File: src/rtl/nn_pkg.sv
// Shared definitions for neural-layer sinks: default widths, output saturation
// bounds, FIFO fill encoding and the requantiser (shift, optional ReLU, saturate).
package nn_pkg;

   localparam int PROD_W  = 16;
   localparam int ACC_W   = 24;
   localparam int OUT_W   = 8;
   localparam int SAT_W   = 32;
   localparam int OUT_MAX = (1 << (OUT_W - 1)) - 1;
   localparam int OUT_MIN = -(1 << (OUT_W - 1));

   typedef enum logic [1:0] {
      FILL_EMPTY = 2'd0,
      FILL_ONE   = 2'd1,
      FILL_TWO   = 2'd2
   } fill_e;

   function automatic logic signed [SAT_W-1:0] sat_q(
      input logic signed [SAT_W-1:0] v,
      input int unsigned             shift,
      input logic                    relu,
      input int unsigned             out_w
   );
      logic signed [SAT_W-1:0] r;
      logic signed [SAT_W-1:0] hi;
      logic signed [SAT_W-1:0] lo;
      hi = (32'sd1 <<< (out_w - 1)) - 32'sd1;
      lo = -hi - 32'sd1;
      r  = v >>> shift;
      if (relu && (r < 0)) r = '0;
      if (r > hi)      r = hi;
      else if (r < lo) r = lo;
      return r;
   endfunction

endpackage

File: src/rtl/res_fifo2.sv
// Two-entry register FIFO for finished results; the head register drives the
// output directly so downstream sees a registered value.
module res_fifo2
   import nn_pkg::*;
#(
   parameter int OUT_W = nn_pkg::OUT_W
) (
   input  logic             clk,
   input  logic             rst_n,
   input  logic             i_push,
   input  logic             i_pop,
   input  logic [OUT_W-1:0] i_din,
   output logic [OUT_W-1:0] o_dout,
   output logic             o_full,
   output logic             o_empty
);

   fill_e            r_fill;
   logic [OUT_W-1:0] r_head;
   logic [OUT_W-1:0] r_tail;
   logic             w_pop;
   logic             w_push;

   assign w_pop  = i_pop && (r_fill != FILL_EMPTY);
   // A push into a full buffer is still taken when the head leaves the same cycle.
   assign w_push = i_push && ((r_fill != FILL_TWO) || w_pop);

   always_ff @(posedge clk or negedge rst_n) begin
      if (!rst_n) begin
         r_fill <= FILL_EMPTY;
         r_head <= '0;
         r_tail <= '0;
      end else if (w_push && w_pop) begin
         if (r_fill == FILL_TWO) begin
            r_head <= r_tail;
            r_tail <= i_din;
         end else begin
            r_head <= i_din;
         end
      end else if (w_pop) begin
         if (r_fill == FILL_TWO) begin
            r_head <= r_tail;
            r_fill <= FILL_ONE;
         end else begin
            r_fill <= FILL_EMPTY;
         end
      end else if (w_push) begin
         if (r_fill == FILL_EMPTY) begin
            r_head <= i_din;
            r_fill <= FILL_ONE;
         end else begin
            r_tail <= i_din;
            r_fill <= FILL_TWO;
         end
      end
   end

   assign o_dout  = r_head;
   assign o_full  = (r_fill == FILL_TWO);
   assign o_empty = (r_fill == FILL_EMPTY);

endmodule

File: src/rtl/acc_sink16.sv
// Accumulates one neuron's 16 weighted products plus bias, requantises the sum
// and hands the activation downstream through a 2-entry valid/ready buffer.
module acc_sink16
   import nn_pkg::*;
#(
   parameter int          PROD_W = nn_pkg::PROD_W,
   parameter int          ACC_W  = nn_pkg::ACC_W,
   parameter int          OUT_W  = nn_pkg::OUT_W,
   parameter int unsigned SHIFT  = 4,
   parameter bit          RELU   = 1'b1
) (
   input  logic              clk,
   input  logic              rst_n,
   input  logic              acc_sel,
   input  logic              acc_en,
   input  logic              prod_vld,
   input  logic [PROD_W-1:0] prod,
   input  logic [PROD_W-1:0] bias,
   output logic              out_valid,
   output logic [OUT_W-1:0]  out_data,
   input  logic              out_ready,
   output logic              ovf,
   output logic              busy
);

   logic [ACC_W-1:0]        r_acc;
   logic                    r_busy;
   logic                    r_ovf;
   logic [ACC_W-1:0]        w_prod_x;
   logic [ACC_W-1:0]        w_bias_x;
   logic [ACC_W-1:0]        w_final;
   logic signed [SAT_W-1:0] w_final_x;
   logic [OUT_W-1:0]        w_q;
   logic                    w_push;
   logic                    w_pop;
   logic                    w_full;
   logic                    w_empty;

   assign w_prod_x  = {{(ACC_W - PROD_W){prod[PROD_W-1]}}, prod};
   assign w_bias_x  = {{(ACC_W - PROD_W){bias[PROD_W-1]}}, bias};
   // Slot 1 restarts from bias, so a combined slot-1/slot-16 strobe is a one-term result.
   assign w_final   = (acc_sel ? w_bias_x : r_acc) + w_prod_x;
   assign w_final_x = {{(SAT_W - ACC_W){w_final[ACC_W-1]}}, w_final};
   assign w_q       = OUT_W'(sat_q(w_final_x, SHIFT, RELU, OUT_W));

   assign w_push    = prod_vld && acc_en;
   assign w_pop     = !w_empty && out_ready;

   always_ff @(posedge clk or negedge rst_n) begin
      if (!rst_n) begin
         r_acc  <= '0;
         r_busy <= 1'b0;
         r_ovf  <= 1'b0;
      end else begin
         if (prod_vld) r_acc <= w_final;
         if (prod_vld && acc_en)       r_busy <= 1'b0;
         else if (prod_vld && acc_sel) r_busy <= 1'b1;
         if (w_push && w_full && !w_pop) r_ovf <= 1'b1;
      end
   end

   res_fifo2 #(
      .OUT_W(OUT_W)
   ) u_fifo (
      .clk    (clk),
      .rst_n  (rst_n),
      .i_push (w_push),
      .i_pop  (w_pop),
      .i_din  (w_q),
      .o_dout (out_data),
      .o_full (w_full),
      .o_empty(w_empty)
   );

   assign out_valid = !w_empty;
   assign ovf       = r_ovf;
   assign busy      = r_busy;

endmodule

File: config.mk
export PLATFORM = sky130hd
export DESIGN_NAME = acc_sink16
export DESIGN_NICKNAME = d
export VERILOG_FILES = /design/src/rtl/nn_pkg.sv /design/src/rtl/res_fifo2.sv /design/src/rtl/acc_sink16.sv
export SDC_FILE = /design/constraint.sdc
export NUM_CORES = 1
export LEC_CHECK = 0
export ABC_AREA = 1
export BUFFER_PORTS_ARGS = -buffer_cell sky130_fd_sc_hd__buf_2
export CAP_MARGIN = 10
export CORE_UTILIZATION = 50
export DETAILED_ROUTE_END_ITERATION = 12
export GPL_TIMING_DRIVEN = 0
export HOLD_SLACK_MARGIN = 0.05
export MAX_ROUTING_LAYER = met4
export PLACE_DENSITY = 0.8
export SYNTH_ARGS = -nofsm -noshare
export SYNTH_HDL_FRONTEND = slang
export SYNTH_HIERARCHICAL = 1
export SYNTH_SLANG_ARGS = --single-unit
export TNS_END_PERCENT = 100
File: constraint.sdc
create_clock -name clk -period 2.9 [get_ports clk]
set_input_delay 0 -clock clk [delete_from_list [all_inputs] [get_ports clk]]
set_output_delay 0 -clock clk [all_outputs]
set_load 0.02 [all_outputs]
Yosys cells after proc, flatten, opt, wreduce, memory -nomap -nowiden

Index checks and enable logic that the tools add are counted.

Register bits after elaboration: 44
Input port bits: 38
Output and inout bits: 11
Word-level logic and storage cells: 59

$add $sub $neg: 1
Order comparisons: 3
Equal/unequal tests: 6
Multiplexer cells: 21
Bitwise operators: 1
Reduce and logical (&&, ||, !) cells: 21

Operators by type and width:

| cell                                                         | number |
|---|---|
| 2-to-1 mux 8 bit                                             | 13 |
| > comparator 32 x 8 -> 1 bit (second input constant)         | 1 |
| less-than comparator 32 x 8 -> 1 bit (second input constant) | 1 |
| 2-to-1 mux 32 bit                                            | 1 |
| adder 24 bit                                                 | 1 |
| 2-to-1 mux 24 bit                                            | 1 |
| less-than comparator 20 x 1 -> 1 bit (second input constant) | 1 |
| logical AND 1 bit                                            | 8 |
| nonzero test 2 bit                                           | 4 |
| 2-to-1 mux 2 bit                                             | 3 |
| != test 2 bit (second input constant)                        | 3 |
| nonzero test 3 bit                                           | 2 |
| AND reduction 4 bit                                          | 1 |
| 2-to-1 mux 1 bit                                             | 3 |
| != test 3 bit (second input constant)                        | 1 |
| AND reduction 3 bit                                          | 1 |
| == test 2 bit (second input constant)                        | 1 |
| zero test 1 bit                                              | 2 |
| zero test 2 bit                                              | 1 |
| != test 2 x 1 -> 1 bit (second input constant)               | 1 |
| AND reduction 2 bit                                          | 1 |
| logical OR 1 bit                                             | 1 |
| inverter 1 bit                                               | 1 |

Logic depth before layout (Yosys ltp)

Gate-level depths: netlist (run 1).

Word-level depth: 11
Gate-level depth with buffers: 27
Mapped depth without buffers: 25

By module

Netlist (run 1), hierarchy kept.

By module, submodules not included:

| module     | instances | cells each | area an instance (µm²) | sequential area each (µm²) |
|---|---|---|---|---|
| acc_sink16 | 1         | 463        | 2945.3                 | 650.6 |
| res_fifo2  | 1         | 146        | 1083.5                 | 450.4 |

Worst setup path before layout (run 1)

OpenSTA, ideal clock, no wires.

Path type: input -> register
Start: input port acc_sel
End: register u_fifo.r_head[6] (netlist: u_fifo/o_dout[6])
Setup time: 120 ps
Arrival: 2543 ps
Required time: 2780 ps
Setup slack: 237 ps
Stages on the path: 23
Path buffers: 2
Cells stage by stage: buf_2 clkbuf_1 o21ai_0 ha_1 fa_1 nand3_1 nand3_1 nand3_1 nand3_2 nand2_1 nand2_1 nor2_1 nand3_1 nor2_4 nand3_1 nand2_1 inv_1 nand2_1 nand2_1 nand2_1 nand3_1 nand2_1 nand2_1

Word-level cells in the longest chain between the ends: 11
Elaborated cells on any way between the ends: 13
Classes of those cells: 1 x add/sub; 3 x order compare; 9 x mux

RTL lines:

| element                              | RTL line         | text |
|---|---|---|
| from (decl)                          | acc_sink16.sv:14 | `input logic acc_sel,` |
| 2-to-1 mux 24 bit (*)                | acc_sink16.sv:42 | `assign w_final = (acc_sel ? w_bias_x : r_acc) + w_prod_x;` |
| adder 24 bit (*)                     | acc_sink16.sv:42 |  |
| less-than comparator 20 x 1 -> 1 bit | nn_pkg.sv:30     | `if (relu && (r < 0)) r = '0;` |
| 2-to-1 mux 32 bit (*)                | nn_pkg.sv:30     |  |
| less-than comparator 32 x 8 -> 1 bit | nn_pkg.sv:32     | `else if (r < lo) r = lo;` |
| 2-to-1 mux 8 bit                     | nn_pkg.sv:32     |  |
| 2-to-1 mux 8 bit (*)                 | nn_pkg.sv:31     | `if (r > hi) r = hi;` |
| via w_q[6]                           | acc_sink16.sv:33 | `logic [OUT_W-1:0] w_q;` |
| 2-to-1 mux 8 bit                     | res_fifo2.sv:48  | `if (r_fill == FILL_EMPTY) begin` |
| 2-to-1 mux 8 bit                     | res_fifo2.sv:47  | `end else if (w_push) begin` |
| 2-to-1 mux 8 bit                     | res_fifo2.sv:40  | `end else if (w_pop) begin` |
| 2-to-1 mux 8 bit (*)                 | res_fifo2.sv:33  | `end else if (w_push && w_pop) begin` |
| to (signal assigned)                 | res_fifo2.sv:35  | `r_head <= r_tail;` |
| to (signal assigned)                 | res_fifo2.sv:42  | `r_head <= r_tail;` |
| to (signal assigned)                 | res_fifo2.sv:49  | `r_head <= i_din;` |
| to (decl)                            | res_fifo2.sv:19  | `logic [OUT_W-1:0] r_head;` |

The timed path passes the listed nets; every way through them passes the cells marked *. The select of a mux whose other input is x is not followed.
A chain may end at the register's enable or synchronous reset.

Final worst setup path (run 1)

Start: register r_acc[7]
End: register u_fifo.r_head[6] (netlist: u_fifo/o_dout[6])

Word-level cells in the longest chain between the ends: 11
Elaborated cells on any way between the ends: 13
Classes of those cells: 1 x add/sub; 3 x order compare; 9 x mux

RTL lines:

| element                              | RTL line         | text |
|---|---|---|
| from (decl)                          | acc_sink16.sv:26 | `logic [ACC_W-1:0] r_acc;` |
| from (signal assigned)               | acc_sink16.sv:55 | `if (prod_vld) r_acc <= w_final;` |
| 2-to-1 mux 24 bit (*)                | acc_sink16.sv:42 |  |
| adder 24 bit (*)                     | acc_sink16.sv:42 |  |
| less-than comparator 20 x 1 -> 1 bit | nn_pkg.sv:30     |  |
| 2-to-1 mux 32 bit (*)                | nn_pkg.sv:30     |  |
| less-than comparator 32 x 8 -> 1 bit | nn_pkg.sv:32     |  |
| 2-to-1 mux 8 bit                     | nn_pkg.sv:32     |  |
| 2-to-1 mux 8 bit (*)                 | nn_pkg.sv:31     |  |
| via w_q[6]                           | acc_sink16.sv:33 |  |
| 2-to-1 mux 8 bit                     | res_fifo2.sv:48  |  |
| 2-to-1 mux 8 bit                     | res_fifo2.sv:47  |  |
| 2-to-1 mux 8 bit                     | res_fifo2.sv:40  |  |
| 2-to-1 mux 8 bit (*)                 | res_fifo2.sv:33  |  |

Marked as above.

==> results.md, run 1 <==
- Outcome: complete, no violations
- Final Util: 63.5%
- Hold wc startpoint: prod[1]
- Post-Synth XOR/XNOR Area: around 2.1%
- Total global-route track usage: 26.9%
- Non-Filler Instances: 780
- Min-Delay Endpoint: r_acc[1]$_DFFE_PN0P_
- 1st-pass router iterations: 5
- CP required: 3.10 ns
- Final hold vios: 0
- LEAKAGE: around 2.6 nW
- Placement Setup Slack: -0.452 ns
- Vias/cell: 5.20
- FF/Latch Area: 1100 um2
- Hold Crit Depth: 4
- Crit Path Class: reg2reg
- CTS sink count: 44
- Actual slew at the worst max-slew pin: 1.03 ns
- Number of synthesized register bits: 44
- Post-Synth Adder-Cell Area: under 10%
- Metal3 WL: between 300 and 400 um
- Metal1 wirelength: 4780 um
- Largest net degree at the start of global routing: 45
- Max-Cap Viols: 0
- Area occupied by multi-input gates: ~2800 um2
- Die H: 91.8 um
- Final setup vio count: 0
- Reg2Reg Setup Slack: 0.16 ns
- Highest metal used: met4
- R2R Path End: u_fifo/o_dout[6]$_DFFE_PN0P_
- Final WL: 10700 um
- CP arrival: 2.94 ns
- Fin area: slightly below 5000 um2
- Die area: 8420 um2
- Synth Area in Simple Gates: 37.6%
- I/O Pins: 49
- R2R Path Start: r_acc[7]$_DFFE_PN0P_
- Dpl cells: 759
- Ys Warns: 6
- CTS tree: yes
- Worst-path clk slew: 0.10 ns
- DR iter-0 viols: ~130
- DR vias: 4054
- Ratio of final minimum period to clock period: 94.4%
- Rows: 32
- Wire length on met2: 5350 um
- Clk root buf: clkbuf_8
- Routability-driven placement congestion ratio: 0.965
- Syn Inst Count: between 600 and 700
- Vias in the first global route: between 3000 and 4000
- Placed inst area: 4390 um2
- Post-synthesis mux area share: 1.96%
- Filler cells: 723
- First-pass GRT wire length: 17600 um
- Main combinational cell family by area after synthesis: simple AND/OR/NAND/NOR gates
- Clk_skew: 0.0129 ns
- DRC violations left: 0
- Die X-Extent: 91.8 um
- Max VDD drop: 0.367 mV
- Clk_lat worst skew: 0.30 ns
- Area fraction in compound gates after synthesis: about 13%
- Synth Cell Area: slightly above 4000 um2
- Nets: around 740
- Antenna Nets Post-Route: 0
- Synthesis-to-layout area growth: 22.5%
- Min-delay worst type: in2reg
- Routed len/inst: 13.7 um
- Crit-path max FO: 7
- Detail Placement HPWL: 8150 um
- Post-Syn Area per Cell: 6.62 um2
- RSZ-0062 raised after global routing: true
- Clock Path Buffers: 2
- Antenna violations before repair: 0
- Worst setup margin: 0.161 ns
- Worst setup SP type: flop
- Layout cells sized above 1: 27.3%
- H-tree Lvls: 2
- Post-synthesis cell type count: 37
- Pwr/cell area: ~800 nW/um2
- Sequential-to-total area share from yosys stat: 27.3%
- GRT Residual Overflow: 0
- Max_slew headroom: 31.0%
- Ant diodes: 0
- CTS buffer count: 5
- Final Slew Violations: 0
- Initial Util: 51.9%
- Fmax: 365 MHz
- Fin crit period: ~2.7 ns
- R2R cell count: 23
- Hold Slack: 0.130 ns
- Crit end category: flop
- PortBufs: 46
- Core area: 7770 um2
## cells in the mapped netlist, drive strengths merged
master	n	area share, %
clkbuf	8	0.75
nand2	211	21
nand4	12	1.9
o31ai	1	0.19
mux2	7	2.0
and3	2	0.31
nand3b	4	0.75
o22ai	1	0.16
inv	94	8.8
ha	24	7.5
nor2	49	5.7
fa	1	0.50
conb	1	0.093
dfrtp	44	27
o21ai	54	7.5
buf	4	0.81
nand3	44	6.6
nor4	1	0.31
a21oi	28	3.9
o21bai	4	0.75
xnor2	9	2.1
a31o	1	0.22
nor3	5	0.75
## layout by cell type, fill, tap and decap left out, types with 12 or more instances in the layout
cell,instances
nand4_1,12
a21oi_1,22
nor2_1,36
nand2_1,173
nand3_1,31
inv_1,86
o21ai_0,38
dfrtp_1,44
nand2_2,34
buf_2,48
## layout make-up
cell class	instances	share of cell area, %
plain buffers	12	1.34
clock inverters	2	1.22
repair buffers	60	7.00
flip-flops and latches	44	22.3
well taps	102	2.59
clock buffers	5	1.39
inverters	94	7.20
multi-input cells	461	57.0
## per-stage QoR
stage / power, mW / setup TNS, ns
detailed placement: 3.06 / -4.33
global placement: 3.00 / -4.06
CTS: 3.65 / 0
global route: 4.27 / -0.139
floorplan: 2.58 / 0
finish: 3.94 / 0
## worst max-delay path, cell delays in order (launching register included)
cell	delay, ns
dfrtp_1	0.40
mux2_2	0.29
ha_4	0.30
nand2_2	0.09
inv_1	0.07
nand2_1	0.06
nand2_1	0.08
nand2_1	0.07
nand2_1	0.09
inv_1	0.06
nand3_1	0.09
nand2_2	0.08
nor2_2	0.15
nand3_4	0.10
nor2_4	0.16
nand3_1	0.09
nand2_1	0.08
inv_2	0.05
nand2_1	0.06
nand2_1	0.04
nand2_1	0.06
nand3_1	0.06
nand2_1	0.07
nand2_1	0.04
## per-layer routing
layer	vias to the layer above	global-route usage (%)
met5	-	-
met4	0	8.59
met3	18	3.32
met2	99	47.9
met1	1858	31.6
li1	2079	-
## power breakdown
part | switching (mW) | leakage (nW) | internal [mW]
Sequential | 0.149 | 0.528 | 0.857
Clock | 0.234 | 0.0642 | 0.340
Combinational | 1.47 | 1.98 | 0.884
## flip-flops by register name, indices dropped and copies added, names as in the netlist
| signal | count |
|---|---|
| ovf | 1 |
| u_fifo/r_fill | 2 |
| r_acc | 24 |
| busy | 1 |
| u_fifo/o_dout | 8 |
| u_fifo/r_tail | 8 |
## worst max-delay path by stage
stage                           from                           end  slack (ns)  cells after the start
6_report        r_acc[7]$_DFFE_PN0P_  u_fifo/o_dout[6]$_DFFE_PN0P_        0.16                     23
5_1_grt        r_acc[12]$_DFFE_PN0P_  u_fifo/o_dout[6]$_DFFE_PN0P_       -0.07                     25
4_1_cts         r_acc[5]$_DFFE_PN0P_  u_fifo/o_dout[6]$_DFFE_PN0P_        0.01                     22
3_5_place_dp                 acc_sel  u_fifo/o_dout[6]$_DFFE_PN0P_       -0.45                     23
3_3_place_gp                 acc_sel  u_fifo/o_dout[6]$_DFFE_PN0P_       -0.43                     23
2_1_floorplan                acc_sel  u_fifo/o_dout[6]$_DFFE_PN0P_        0.24                     23
## cell families (layout without fill, tap and decap cells)
kind of cell	count (synthesis)	count (layout)
XOR/XNOR	9	9
adder cells (fa/ha/maj)	25	25
multiplexers	7	7
AND/OR/NAND/NOR	328	328
other	1	3
buffers and inverters	106	173
flip-flops	44	44
AO/OA/AOI/OAI	89	89
## repair_timing
item | 4_1_cts | 5_1_grt
setup buffers | 0 | 10
resized for setup | 5 | 72
hold endpoints to repair | 47 | 0
cloned | 0 | 0
endpoints found under the setup margin | 7 | 7
pin swaps | 1 | 21
hold buffers | 4 | 0
Note: power is estimated with default switching activity, not from simulation.
==> inputs of run 2 (changes only) <==
Settings changed: CTS_BUF_LIST set to sky130_fd_sc_hd__clkbuf_4, CTS_CLUSTER_DIAMETER set to 60, SKIP_LAST_GASP set to 1.
==> results.md, run 2 (synthesis results as in run 1) <==
- Crit Path Class: reg2reg
- Initial Util: 51.9%
- Clk root buf: clkbuf_4
- RSZ-0062 raised after global routing: true
- DR iter-0 viols: 201
- Clock Path Buffers: 2
- Crit end category: flop
- Final Util: 63.3%
- Layout cells sized above 1: between 20 and 30%
- I/O Pins: 49
- Die H: around 90 um
- 1st-pass router iterations: 5
- Worst setup SP type: flop
- Ratio of final minimum period to clock period: 95.4%
- Reg2Reg Setup Slack: 0.13 ns
- Fin crit period: roughly 2.8 ns
- Hold Slack: ~0.068 ns
- Hold Crit Depth: 4
- Max-Cap Viols: 0
- CP required: 3.18 ns
- Ant diodes: 0
- Synthesis-to-layout area growth: 22.0%
- R2R cell count: 21
- Vias/cell: 5.20
- Nets: 741
- Routed len/inst: around 14 um
- Hold wc startpoint: prod[1]
- Vias in the first global route: around 3900
- Max FFs per register: 24
- Min-Delay Endpoint: r_acc[1]$_DFFE_PN0P_
- Detail Placement HPWL: between 8000 and 9000 um
- H-tree Lvls: 2
- R2R Path End: u_fifo/o_dout[6]$_DFFE_PN0P_
- Pwr/cell area: 781 nW/um2
- Final setup vio count: 0
- Crit-path max FO: 7
- Min-delay worst type: in2reg
- PortBufs: between 40 and 50
- Clk_skew: 0.0198 ns
- Final WL: ~11000 um
- Antenna violations before repair: 0
- Most common cell after layout, fill and taps aside: nand2_1
- R2R Path Start: r_acc[6]$_DFFE_PN0P_
- Core area: approximately 7800 um2
- Fmax: 362 MHz
- Antenna Nets Post-Route: 0
- CTS buffer count: 5
- Actual slew at the worst max-slew pin: 1.01 ns
- Die X-Extent: 91.8 um
- Outcome: complete, no violations
- Tot Pwr: 3.84 mW
- Die area: 8420 um2
- CTS tree: yes
- GRT Residual Overflow: 0
- Largest net degree at the start of global routing: 45
- Most frequent cells in the layout: nand2_1, inv_1, buf_2, dfrtp_1, o21ai_0
- Max VDD drop: 0.375 mV
- Clk_lat worst skew: ~0.37 ns
- Routability-driven placement congestion ratio: 0.965
- LEAKAGE: 2.56 nW
- Filler cells: 730
- Final hold vios: 0
- CTS sink count: 44
- First-pass GRT wire length: 17400 um
- Total global-route track usage: 26.7%
- DRC violations left: 0
- CP arrival: 3.05 ns
- Worst-path clk slew: 0.15 ns
- Crit path from: r_acc[6]$_DFFE_PN0P_
- Top reg by flops: r_acc
- Max_slew headroom: approximately a third
- DR vias: 4058
- Final Slew Violations: 0
- Rows: 32
-- run 2: layer usage --
metal	track usage [%]	wire length, um	vias up
met1	31.5	4600	1852
met5	-	0	-
met3	3.07	462	18
met4	6.90	189	0
li1	-	-	2075
met2	48.2	5400	113
-- run 2: per-stage QoR --
step / cell area [um2] / setup slack [ns] / cells / setup TNS (ns)
6_report: 4920 / 0.134 / 780 / 0
5_1_grt: 4920 / -0.0589 / 780 / -0.0847
4_1_cts: 4560 / 0.00178 / 771 / 0
3_5_place_dp: 4390 / -0.452 / 759 / -4.33
3_3_place_gp: 4390 / -0.426 / 759 / -4.06
2_1_floorplan: 4040 / 0.237 / 611 / 0
-- run 2: report_power, final --
group	total (mW)	switching, mW	internal [mW]
clock network	0.488	0.224	0.264
registers	1.00	0.148	0.855
logic	2.35	1.47	0.879
-- run 2: final cells by class --
class | count | area, um2 | share of cell area, %
well taps | 102 | 128 | 2.60
clock inverters | 2 | 60.1 | 1.22
clock buffers | 5 | 37.5 | 0.764
flip-flops and latches | 44 | 1100 | 22.4
inverters | 94 | 355 | 7.23
multi-input cells | 461 | 2820 | 57.4
plain buffers | 12 | 65.1 | 1.32
repair buffers | 60 | 348 | 7.08
-- run 2: worst max-delay path, cell delays in order (launching register included) --
cell and delay (ns):
dfrtp_1 0.42, mux2_2 0.30, ha_4 0.30, nand2_2 0.10, nor2_2 0.20, nand2_2 0.09
nand2_2 0.10, nand3_1 0.09, nand2_1 0.09, nand2_1 0.06, nand2_2 0.10, nand3_4 0.09
nor2_4 0.16, nand3_1 0.09, nand2_1 0.09, inv_2 0.05, nand2_1 0.06, nand2_1 0.04
nand2_1 0.06, nand3_1 0.06, nand2_1 0.07, nand2_1 0.04
-- run 2: how the worst max path moves through the flow --
stage | end | cells past startpoint | slack (ns)
2_1_floorplan | u_fifo/o_dout[6]$_DFFE_PN0P_ | 23 | 0.24
3_3_place_gp | u_fifo/o_dout[6]$_DFFE_PN0P_ | 23 | -0.43
3_5_place_dp | u_fifo/o_dout[6]$_DFFE_PN0P_ | 23 | -0.45
4_1_cts | u_fifo/o_dout[6]$_DFFE_PN0P_ | 22 | 0.002
5_1_grt | u_fifo/o_dout[6]$_DFFE_PN0P_ | 23 | -0.06
6_report | u_fifo/o_dout[6]$_DFFE_PN0P_ | 21 | 0.13
-- run 2: repair_timing --
| item | CTS | global route |
|---|---|---|
| buffers inserted | 0 | 9 |
| hold buffers | 5 | 0 |
| gates resized for setup | 5 | 73 |
| hold endpoints to repair | 48 | 0 |
| setup endpoints to repair | 7 | 7 |
| pin swaps | 1 | 24 |
==> inputs of run 3 (changes only) <==
Settings changed: CTS_BUF_LIST sky130_fd_sc_hd__clkbuf_4 to sky130_fd_sc_hd__clkbuf_8.
==> results.md, run 3 (synthesis results as in run 1) <==
- Met3 usage: 3.32%
- Antenna Nets Post-Route: 0
- RSZ-0062 raised after global routing: true
- Crit-path max FO: 7
- Filler cells: between 700 and 800
- Rows: 32
- Met2 Use GR: 47.9%
- Fmax: roughly 370 MHz
- Ant diodes: 0
- Min-delay worst type: in2reg
- Final Util: 63.5%
- Final hold vios: 0
- Initial Util: 51.9%
- Switching power: 1.86 mW
- CP arrival: 2.94 ns
- LEAKAGE: 2.57 nW
- Worst setup SP type: flop
- Clock Path Buffers: 2
- Die X-Extent: around 92 um
- Synthesis-to-layout area growth: 22.5%
- Nets: 741
- R2R Path End: u_fifo/o_dout[6]$_DFFE_PN0P_
- Max-Cap Viols: 0
- Max_slew headroom: 31.4%
- Worst setup margin: 0.165 ns
- GRT Residual Overflow: 0
- Crit path max-delay cell type: dfrtp_1
- Detail Placement HPWL: 8150 um
- Outcome: complete, no violations
- 1st-pass router iterations: 5
- Core area: just under 8000 um2
- Clk root buf: clkbuf_8
- Total global-route track usage: 26.9%
- Max VDD drop: between 0.3 and 0.4 mV
- CTS tree: yes
- Tot Pwr: 3.94 mW
- Most used cell, CP: nand2_1
- Antenna violations before repair: 0
- Actual slew at the worst max-slew pin: 1.03 ns
- Clk_skew: 0.0120 ns
- Reg2Reg Setup Slack: 0.17 ns
- H-tree Lvls: 2
- Clk_lat worst skew: 0.30 ns
- Most common cell after layout, fill and taps aside: nand2_1
- Dpl cells: 759
- CTS sink count: 44
- Power share of the clock group: 14.6%
- First-pass GRT wire length: about 18000 um
- Sw frac: between 40% and 50%
- Routed len/inst: 13.7 um
- PortBufs: 46
- Placed inst area: 4390 um2
- Met1 Use GR: a little under a third
- I/O Pins: 49
- Die area: 8420 um2
- Most frequent cells in the layout: nand2_1, inv_1, buf_2, dfrtp_1, o21ai_0
- Total negative slack: 0 ns
- Hold wc startpoint: prod[1]
- Routability-driven placement congestion ratio: roughly 0.96
- R2R cell count: 23
- Top Usage Layer GRT: met2
- Crit-path max cell delay: 0.40 ns
- DR vias: 4061
- Reg power frac: between 20% and 30%
- Placement Setup Slack: -0.452 ns
- Final Slew Violations: 0
- CTS buffer count: 5
- Ratio of final minimum period to clock period: 94.3%
- Final setup vio count: 0
- Min-Delay Endpoint: r_acc[1]$_DFFE_PN0P_
- R2R Path Start: r_acc[7]$_DFFE_PN0P_
- Crit path cell chain: mux2_2 -> ha_4 -> nand2_2 -> inv_1 -> nand2_1 -> nand2_1 -> nand2_1 -> nand2_1 -> inv_1 -> nand3_1 -> nand2_2 -> nor2_2 -> nand3_4 -> nor2_4 -> nand3_1 -> nand2_1 -> inv_2 -> nand2_1 -> nand2_1 -> nand2_1 -> nand3_1 -> nand2_1 -> nand2_1
- Pwr/cell area: approximately 800 nW/um2
- FF/Latch Area: 1100 um2
- Non-Filler Instances: 780
- Worst-path clk slew: 0.10 ns
- Largest net degree at the start of global routing: 45
- DRC violations left: 0
- CP required: 3.10 ns
- Final WL: 10700 um
- Area occupied by multi-input gates: 2810 um2
- Pint: 2.08 mW
- Top reg by flops: r_acc
- Crit Path Class: reg2reg
- DR iter-0 viols: roughly 150
- Crit end category: flop
- Fin crit period: 2.73 ns
- Vias in the first global route: 3953
- Hold Slack: roughly 0.13 ns
- Gate power share: 59.8%
- Die H: ~90 um
- Vias/cell: 5.21
- Layout cells sized above 1: 27.3%
- Hold Crit Depth: 4
- Max FFs per register: 24
- Fin area: 4940 um2
## run 3: layout make-up
| type | count | share of cell area [%] |
|---|---|---|
| clock inverter | 2 | 1.22 |
| tap | 102 | 2.59 |
| timing repair buffer | 60 | 7.00 |
| sequential | 44 | 22.3 |
| inverter | 94 | 7.20 |
| multi-input combinational | 461 | 57.0 |
| clock buffer | 5 | 1.39 |
| buffer | 12 | 1.34 |
## run 3: worst max-delay path, delay by kind of cell, from the launching register on
| kind | cells | cell delay [ns] |
|---|---|---|
| and+or+nand+nor | 18 | 1.46 |
| DFF | 1 | 0.40 |
| adders and majority gates | 1 | 0.30 |
| muxes | 1 | 0.29 |
| buffers and inverters | 3 | 0.18 |
## run 3: layer usage
layer / up-vias / routed length, um
met2: 101 / 5330
li1: 2078 / -
met4: 0 / 244
met5: - / 0
met1: 1864 / 4760
met3: 18 / 387
## run 3: worst max-delay path by stage
stage	from	end	slack, ns	cells past startpoint
floorplan	acc_sel	u_fifo/o_dout[6]$_DFFE_PN0P_	0.24	23
finish	r_acc[7]$_DFFE_PN0P_	u_fifo/o_dout[6]$_DFFE_PN0P_	0.17	23
detailed placement	acc_sel	u_fifo/o_dout[6]$_DFFE_PN0P_	-0.45	23
global route	r_acc[12]$_DFFE_PN0P_	u_fifo/o_dout[6]$_DFFE_PN0P_	-0.07	25
CTS	r_acc[5]$_DFFE_PN0P_	u_fifo/o_dout[6]$_DFFE_PN0P_	0.01	22
global placement	acc_sel	u_fifo/o_dout[6]$_DFFE_PN0P_	-0.43	23
## run 3: power by group through the flow
stage	Combinational (mW)	Clock, mW	Sequential, mW
floorplan	1.51	0	1.06
global placement	1.99	0	1.00
detailed placement	2.05	0	1.01
CTS	2.07	0.579	1.00
global route	2.64	0.604	1.03
finish	2.36	0.574	1.01
## run 3: repair_timing
action | CTS | global route
hold buffers | 4 | 0
pin swaps | 1 | 21
hold endpoints to repair | 47 | 0
gates resized for setup | 5 | 72
setup endpoints to repair | 7 | 7
setup buffers | 0 | 10
